$ cat src/rtl/seg7_scan_ctrl.sv
// seg7_scan_ctrl: time-multiplexed scan controller for a bank of common-anode
// 7-segment digits that share one segmentos_7 decoder.
//
// Each digit slot is DEAD_CYCLES blanked cycles followed by PRESCALE lit cycles.
// Displayed codes are double-buffered: a load parks data_in in a shadow register,
// and it is copied to the active register at frame wrap, or at once while idle.
//
// Optional feature (compile-time macro SEG7_LEADING_ZERO_BLANK_EN):
//   when defined, digit i (i > 0) stays dark in its ON slot if every active code
//   from digit i up to the top digit is 8'h00.
//
// Ports:
//   clk            system clock
//   rst_n          asynchronous active-low reset
//   enable         scan enable; low forces idle
//   data_in        packed digit codes, digit 0 in bits [7:0]
//   load_valid     update request for data_in
//   load_ready     shadow buffer free
//   digit_code_out code of the current digit, to the decoder input
//   anode_n        active-low digit enables
//   digit_idx      index of the current digit slot
//   frame_tick     one-cycle pulse on the last lit cycle of the top digit
module seg7_scan_ctrl #(
    parameter int unsigned NUM_DIGITS  = 4,
    parameter int unsigned PRESCALE    = 50000,
    parameter int unsigned DEAD_CYCLES = 16,
    parameter int unsigned IDX_W       = 2
) (
    input  logic                    clk,
    input  logic                    rst_n,
    input  logic                    enable,
    input  logic [8*NUM_DIGITS-1:0] data_in,
    input  logic                    load_valid,
    output logic                    load_ready,
    output logic [7:0]              digit_code_out,
    output logic [NUM_DIGITS-1:0]   anode_n,
    output logic [IDX_W-1:0]        digit_idx,
    output logic                    frame_tick
);

    localparam logic [1:0] ST_IDLE = 2'd0;
    localparam logic [1:0] ST_DEAD = 2'd1;
    localparam logic [1:0] ST_ON   = 2'd2;

    // With no dead time the slot sequence goes straight from ON to ON.
    localparam logic [1:0] ST_SLOT_START = (DEAD_CYCLES == 0) ? ST_ON : ST_DEAD;

    localparam int unsigned CNT_MAX   = (PRESCALE > DEAD_CYCLES) ? PRESCALE : DEAD_CYCLES;
    localparam int unsigned CNT_W     = (CNT_MAX > 1) ? $clog2(CNT_MAX) : 1;
    localparam int unsigned ON_LAST   = PRESCALE - 1;
    localparam int unsigned DEAD_LAST = (DEAD_CYCLES > 0) ? DEAD_CYCLES - 1 : 0;

    logic [1:0]              state_q, state_d;
    logic [IDX_W-1:0]        idx_q, idx_d;
    logic [CNT_W-1:0]        cnt_q, cnt_d;
    logic [8*NUM_DIGITS-1:0] active_q, shadow_q;
    logic                    pending_q;
    logic                    wrap;
    logic                    accept;
    logic                    commit;
    logic                    blank;

    // Slot sequencing.
    always_comb begin
        state_d = state_q;
        idx_d   = idx_q;
        cnt_d   = cnt_q;
        wrap    = 1'b0;
        if (!enable) begin
            state_d = ST_IDLE;
            idx_d   = '0;
            cnt_d   = '0;
        end else begin
            case (state_q)
                ST_IDLE: begin
                    state_d = ST_SLOT_START;
                    idx_d   = '0;
                    cnt_d   = '0;
                end
                ST_DEAD: begin
                    if (cnt_q == CNT_W'(DEAD_LAST)) begin
                        state_d = ST_ON;
                        cnt_d   = '0;
                    end else begin
                        cnt_d = cnt_q + CNT_W'(1);
                    end
                end
                ST_ON: begin
                    if (cnt_q == CNT_W'(ON_LAST)) begin
                        state_d = ST_SLOT_START;
                        cnt_d   = '0;
                        if (idx_q == IDX_W'(NUM_DIGITS - 1)) begin
                            idx_d = '0;
                            wrap  = 1'b1;
                        end else begin
                            idx_d = idx_q + IDX_W'(1);
                        end
                    end else begin
                        cnt_d = cnt_q + CNT_W'(1);
                    end
                end
                default: begin
                    state_d = ST_IDLE;
                    idx_d   = '0;
                    cnt_d   = '0;
                end
            endcase
        end
    end

    always_ff @(posedge clk or negedge rst_n) begin
        if (!rst_n) begin
            state_q <= ST_IDLE;
            idx_q   <= '0;
            cnt_q   <= '0;
        end else begin
            state_q <= state_d;
            idx_q   <= idx_d;
            cnt_q   <= cnt_d;
        end
    end

    // Double buffer. Accept needs pending=0 and commit needs pending=1, so they
    // never coincide.
    assign load_ready = !pending_q;
    assign accept     = load_valid && load_ready;
    assign commit     = pending_q && (wrap || (state_q == ST_IDLE));

    always_ff @(posedge clk or negedge rst_n) begin
        if (!rst_n) begin
            active_q  <= '0;
            shadow_q  <= '0;
            pending_q <= 1'b0;
        end else if (accept) begin
            shadow_q  <= data_in;
            pending_q <= 1'b1;
        end else if (commit) begin
            active_q  <= shadow_q;
            pending_q <= 1'b0;
        end
    end

`ifdef SEG7_LEADING_ZERO_BLANK_EN
    // zero_tail[i] is set when digits i..NUM_DIGITS-1 all hold 8'h00.
    logic [NUM_DIGITS-1:0] zero_tail;

    always_comb begin
        zero_tail = '1;
        for (int i = 0; i < NUM_DIGITS; i++) begin
            for (int j = i; j < NUM_DIGITS; j++) begin
                if (active_q[j*8 +: 8] != 8'h00) begin
                    zero_tail[i] = 1'b0;
                end
            end
        end
    end

    always_comb begin
        blank = 1'b0;
        for (int i = 1; i < NUM_DIGITS; i++) begin
            if (idx_q == IDX_W'(i)) begin
                blank = zero_tail[i];
            end
        end
    end
`else
    assign blank = 1'b0;
`endif

    // Outputs.
    always_comb begin
        digit_code_out = 8'h00;
        anode_n        = '1;
        if (state_q != ST_IDLE) begin
            for (int i = 0; i < NUM_DIGITS; i++) begin
                if (idx_q == IDX_W'(i)) begin
                    digit_code_out = active_q[i*8 +: 8];
                end
            end
        end
        if (state_q == ST_ON && !blank) begin
            for (int i = 0; i < NUM_DIGITS; i++) begin
                anode_n[i] = (idx_q != IDX_W'(i));
            end
        end
    end

    assign digit_idx  = idx_q;
    assign frame_tick = wrap;

endmodule

$ cat config.mk
export PLATFORM = sky130hd
export DESIGN_NAME = seg7_scan_ctrl
export DESIGN_NICKNAME = d
export VERILOG_FILES = /design/src/rtl/seg7_scan_ctrl.sv
export SDC_FILE = /design/constraint.sdc
export NUM_CORES = 1
export LEC_CHECK = 0
export CAP_MARGIN = 20
export CORE_ASPECT_RATIO = 0.5
export CORE_UTILIZATION = 45
export DETAILED_ROUTE_END_ITERATION = 8
export GPL_TIMING_DRIVEN = 0
export PLACE_DENSITY = 0.72
export SETUP_SLACK_MARGIN = 0.4
export SKIP_LAST_GASP = 1
export SLEW_MARGIN = 20
export SYNTH_ARGS = -nofsm -noshare
export SYNTH_HDL_FRONTEND = slang
export SYNTH_SLANG_ARGS = --single-unit
$ cat constraint.sdc
create_clock -name clk -period 1.8 [get_ports clk]
set_input_delay 0.27 -clock clk [delete_from_list [all_inputs] [get_ports clk]]
set_output_delay 0.27 -clock clk [all_outputs]
set_load 0.01 [all_outputs]
# After elaboration in Yosys (flattened, before gate mapping)
# Cells that the tools add are included.
dict set report classes {
  n_addsub 2
  n_mul 0
  n_div 0
  n_lt_le_gt_ge 0
  n_eq_ne 13
  n_shift 0
  mux 24
  n_bitwise 1
  reduce_logical 12
}
# op count
set ops {}
lappend ops {{$mux W16} 3}
lappend ops {{$mux W8} 5}
lappend ops {{$pmux W16 S2} 1}
lappend ops {{$add A16 B1 Y16 const B} 1}
lappend ops {{$eq A16 B16 Y1 const B} 1}
lappend ops {{$eq A16 B4 Y1 const B} 1}
lappend ops {{$mux W2} 6}
lappend ops {{$eq A2 B2 Y1 const B} 3}
lappend ops {{$mux W1} 6}
lappend ops {{$ne A2 B2 Y1 const B} 3}
lappend ops {{$ne A3 B3 Y1 const B} 2}
lappend ops {{$pmux W2 S3} 1}
lappend ops {{$reduce_and A2 Y1} 3}
lappend ops {{$reduce_bool A2 Y1} 3}
lappend ops {{$eq A2 B1 Y1 const B} 2}
lappend ops {{$logic_not A2 Y1} 2}
lappend ops {{$mux W4} 1}
lappend ops {{$pmux W2 S2} 1}
lappend ops {{$add A2 B1 Y2 const B} 1}
lappend ops {{$logic_and A1 B1 Y1} 2}
lappend ops {{$ne A2 B1 Y1 const B} 1}
lappend ops {{$logic_not A1 Y1} 1}
lappend ops {{$logic_or A1 B1 Y1} 1}
lappend ops {{$not A1 Y1} 1}
dict set report word_totals {
  register_bits 85
  latch_bits 0
  ramBits 0
  rom_bits 0
  inputBits 36
  out_inout_bits 16
  wordCells 58
  memories 0
}

# Logic depth before layout (Yosys ltp)
dict set report logic_depth {
  ltp_word 9
  mapped_depth 8
  mapped_depth_nobuf 6
}

# Least setup slack after synthesis
# No wires, ideal clock.
dict set report synth_path {
  path_kind {reg2out}
  startpoint {register idx_q[0] (netlist: digit_idx[0])}
  endpoint {output digit_code_out[6]}
  t_arrival_ns 1.724
  required_time_ns 1.530
  setup_slack_ns -0.194
  stages_incl_launch_ff 8
  path_buffers 2
  path_cell_list {dfrtp_1 > inv_1 > ha_1 > clkbuf_1 > clkbuf_1 > a211oi_1 > a211o_1 > a21oi_1}
}
dict set report synth_between {
  elab_chain_len 6
}
# item line_no
set synth_lines {}
lappend synth_lines {{from (decl)} 54} ;# logic [IDX_W-1:0] idx_q, idx_d;
lappend synth_lines {{from (signal assigned)} 118} ;# idx_q <= idx_d;
lappend synth_lines {{$logic_not A2 Y1} 176} ;# if (idx_q == IDX_W'(i)) begin
lappend synth_lines {{$mux W8 (3 in a row)} 176}
lappend synth_lines {{$mux W8 *} 176}
lappend synth_lines {{$mux W8 *} 174} ;# if (state_q != ST_IDLE) begin
lappend synth_lines {{to (decl)} 35} ;# output logic [7:0] digit_code_out,
# Every way passes the cells marked *; elsewhere a longest branch is shown, timed or not.

# Worst setup path in the final report
dict set report layout_path {
  startpoint {register idx_q[1] (netlist: digit_idx[1])}
  endpoint {output digit_code_out[6]}
}
# Same word-level chain as after synthesis.

==> impl_summary.log <==
[metrics] number of nets in the final layout: 622
[metrics] Synth Flop Type: sky130_fd_sc_hd__dfrtp_1
[metrics] Min-Delay Endpoint: digit_idx[1]
[metrics] slew at the pin with the worst max-slew slack: 557 ps
[metrics] CP required: 1530 ps
[metrics] IR Drop Worst-Case VDD: 774 uV
[metrics] Static Leakage: 0.00295 uW
[metrics] via count of the first global-routing pass: 4032
[metrics] synthesis-to-finish area growth: 49.6%
[metrics] remaining global-route overflow: 0
[metrics] Antenna Diode Count: 0
[metrics] worst setup margin: -565 ps
[metrics] compound-cell area share of the yosys netlist: 0.149
[metrics] number of detailed-route iterations in the first pass: 6
[metrics] horizontal die dimension: 144 um
[metrics] final clock period utilization by the worst path: 1.31
[metrics] final hold vios: 0
[metrics] Unique masters post-synth: 43
[metrics] signal arrival time at the worst endpoint: 2100 ps
[metrics] reg2reg setup slack: -290 ps
[metrics] share of synthesized flip-flops with an asynchronous set or reset: 1.00
[metrics] kind of critical path: reg2out
[metrics] height of the die: 73.0 um
[metrics] synthesized area per cell: 9.85 um2
[metrics] xor and xnor area share after synthesis: 0.0213
[metrics] combinational family with the most area after synthesis: simple AND/OR/NAND/NOR gates
[metrics] clock tree skew after final layout: 7.60 ps
[metrics] share of synthesized cell area in and, or, nand and nor gates: 0.190
[metrics] count of synthesis-stage warnings from yosys: 0
[metrics] via density per instance: 5.71
[metrics] starting density of the core: 0.472
[metrics] proportion of layout cells with a drive suffix above 1: 0.366
[metrics] Residual DRC: 0
[metrics] pin count of the biggest net entering global routing: 49
[metrics] number of violations of the max-capacitance limit: 0
[metrics] number of routed nets with antenna violations: 0
[metrics] number of enable-type register cells in the synthesized netlist: 0
[metrics] number of buffer cells added on primary ports: 50
[metrics] Detail Placement HPWL: 7420 um
[metrics] Core Footprint: 9600 um2
[metrics] worst flop-to-flop path endpoint: active_q[15]
[metrics] normalized max-slew margin: 0.629
[metrics] Core Rows: 25
[metrics] setup repair after global routing missed its margin: yes
[metrics] mapped cell area: 4530 um2
[metrics] H-tree depth: 3
[metrics] source of the worst register-to-register timing path: digit_idx[1]
[metrics] average wire per standard cell: 19.3 um
[metrics] Max clock buf depth: 2
[metrics] maximum net fanout on the critical path: 4
[metrics] final WL: 13900 um
[metrics] Final Core Density: 0.706
[metrics] Top Ports: 52
[metrics] Final Critical Period: 2370 ps
[metrics] number of standard cells after synthesis: 460
[metrics] number of setup violations in the final report: 62
[metrics] power density normalized to cell area: 1550 nW/um2
[metrics] Root Driver: sky130_fd_sc_hd__clkbuf_16
[metrics] sinks on the clock net: 85
[metrics] hold path start: enable
[metrics] number of buffers created by CTS: 9
[metrics] crit start category: flip-flop
[metrics] fraction of synthesized area in multiplexers: 0.0884
[metrics] failing checks: setup timing
[metrics] gr usage total: 0.265
[metrics] post-synthesis net count: 505
[metrics] weighted congestion at the end of routability-driven global placement: 0.852
[metrics] class of the most critical hold timing path: in2reg
[metrics] clock latency at the later pin of the worst-skew pair: 350 ps
[metrics] power after layout: 10500 uW
[metrics] adder and majority cell fraction of the synthesized area: 0.0249
[metrics] FF-to-FF path depth: 11
[metrics] maximum clock frequency: 423 MHz
[metrics] run status: finished, violations left
[metrics] Iter 0 DRT Violations: 307
[metrics] sequential share of the synthesized area: 0.469
[metrics] antenna violations before repair: 0
[metrics] worst hold stages: 3
[metrics] max-slew violations: 0
[metrics] CTS clk-pin slew, worst paths: 60 ps
[metrics] wire length of the first global-routing pass: 20800 um
[metrics] overall die area: 10500 um2
[metrics] type of element capturing the critical path: output port
[metrics] clock tree from TritonCTS: yes
[metrics] total via count after detailed routing: 4096
[metrics] Yosys reg bits: 85
-- cells by family after synthesis --
group	after synthesis
simple gates	167
compound gates	99
flops	85
buf+inv	53
mux	36
xor+xnor	11
fa+ha+maj	9
-- registers in the layout (all words and copies together), names as in the netlist --
signal	flops
active_q	32
cnt_q	16
shadow_q	32
digit_idx	2
pending_q	1
state_q	2
-- final cells by class --
class | instances | area (um2)
sequential | 85 | 2130
multi-input combinational | 322 | 2620
buffer | 38 | 434
timing repair buffer | 106 | 1090
fill | 639 | 2820
clock inverter | 4 | 23.8
inverter | 15 | 63.8
clock buffer | 12 | 246
tap | 135 | 169
-- layer usage --
layer / vias up / share of wire / global-route usage
li1: 1853 / - / -
met1: 2047 / 0.44 / 0.344
met2: 164 / 0.48 / 0.431
met3: 32 / 0.062 / 0.0761
met4: 0 / 0.020 / 0.0887
met5: - / 0 / 0
-- worst max-delay path, stage by stage, from the launching register on --
cell	delay [ps]
sky130_fd_sc_hd__dfrtp_1	430
sky130_fd_sc_hd__inv_2	100
sky130_fd_sc_hd__ha_4	190
sky130_fd_sc_hd__clkbuf_16	150
sky130_fd_sc_hd__and3b_2	270
sky130_fd_sc_hd__a211oi_2	60
sky130_fd_sc_hd__a211o_1	250
sky130_fd_sc_hd__a21oi_2	150
sky130_fd_sc_hd__buf_2	150
-- cells in the final DEF, fill, tap and decap left out, types with 6 or more instances in the layout --
cell type                         count
sky130_fd_sc_hd__dfrtp_1             83
sky130_fd_sc_hd__nand2_1             82
sky130_fd_sc_hd__clkdlybuf4s50_1     33
sky130_fd_sc_hd__o211ai_1            32
sky130_fd_sc_hd__buf_4               28
sky130_fd_sc_hd__mux2_4              28
sky130_fd_sc_hd__o21ai_0             27
sky130_fd_sc_hd__nor2b_1             24
sky130_fd_sc_hd__buf_6               23
sky130_fd_sc_hd__clkbuf_16           16
sky130_fd_sc_hd__buf_2               13
sky130_fd_sc_hd__buf_8               12
sky130_fd_sc_hd__inv_1               11
sky130_fd_sc_hd__clkbuf_1            10
sky130_fd_sc_hd__a211o_1              8
sky130_fd_sc_hd__clkbuf_2             8
sky130_fd_sc_hd__a21oi_2              8
sky130_fd_sc_hd__xor2_1               8
sky130_fd_sc_hd__o21ai_1              8
sky130_fd_sc_hd__nor2_1               8
sky130_fd_sc_hd__nand4_1              7
sky130_fd_sc_hd__nor3_2               6
sky130_fd_sc_hd__nor3_4               6
-- synth_stat cells (4+ instances only) --
cell,number,area share
sky130_fd_sc_hd__a211o_1,8,0.015
sky130_fd_sc_hd__a21oi_1,9,0.0099
sky130_fd_sc_hd__a221oi_1,7,0.014
sky130_fd_sc_hd__and3_1,4,0.0055
sky130_fd_sc_hd__and4_1,4,0.0077
sky130_fd_sc_hd__buf_2,5,0.0055
sky130_fd_sc_hd__clkbuf_1,26,0.022
sky130_fd_sc_hd__dfrtp_1,85,0.47
sky130_fd_sc_hd__ha_1,9,0.025
sky130_fd_sc_hd__inv_1,15,0.012
sky130_fd_sc_hd__mux2_2,32,0.080
sky130_fd_sc_hd__mux2i_1,4,0.0088
sky130_fd_sc_hd__nand2_1,84,0.070
sky130_fd_sc_hd__nand3_1,4,0.0044
sky130_fd_sc_hd__nand4_1,7,0.0097
sky130_fd_sc_hd__nor2_1,9,0.0075
sky130_fd_sc_hd__nor2b_1,26,0.036
sky130_fd_sc_hd__nor3_1,13,0.014
sky130_fd_sc_hd__o211ai_1,32,0.053
sky130_fd_sc_hd__o21ai_0,35,0.039
sky130_fd_sc_hd__xor2_1,8,0.015
-- repair_timing --
action	4_1_cts	5_1_grt
setup buffers	36	12
gates cloned	5	1
pin swaps	9	11
endpoints found under the setup margin	98	99
hold endpoints to repair	37	0
resized for setup	146	76
hold buffers	1	0
-- per-stage QoR --
| stage | hold slack (ps) | area (um2) | worst slack (ps) | TNS (ps) | instances |
|---|---|---|---|---|---|
| 6_report | 383 | 6780 | -565 | -13870 | 717 |
| 5_1_grt | 407 | 6780 | -605 | -16540 | 717 |
| 4_1_cts | 359 | 6440 | -469 | -5730 | 704 |
| 3_5_place_dp | 278 | 5420 | -599 | -10760 | 646 |
| 3_3_place_gp | 472 | 5390 | -3030 | -240010 | 645 |
| 2_1_floorplan | -25.6 | 4720 | 71.9 | 0 | 460 |
-- report_power, final --
group / leakage (uW) / switching [uW] / internal [uW]
sequential: 0.00103 / 613 / 2710
clock: 0.000136 / 779 / 970
combinational: 0.00178 / 2630 / 2830
-- how the worst max path moves through the flow --
stage	from	endpoint	slack, ps	depth (start not counted)
floorplan	digit_idx[1]	digit_code_out[6]	70	7
global placement	rst_n	digit_idx[0]	-3030	1
CTS	digit_idx[1]	digit_code_out[6]	-470	8
global route	digit_idx[1]	digit_code_out[6]	-600	8
detailed placement	digit_idx[1]	digit_code_out[3]	-600	8
finish	digit_idx[1]	digit_code_out[6]	-570	8
Power figures use the tool's default switching activity.
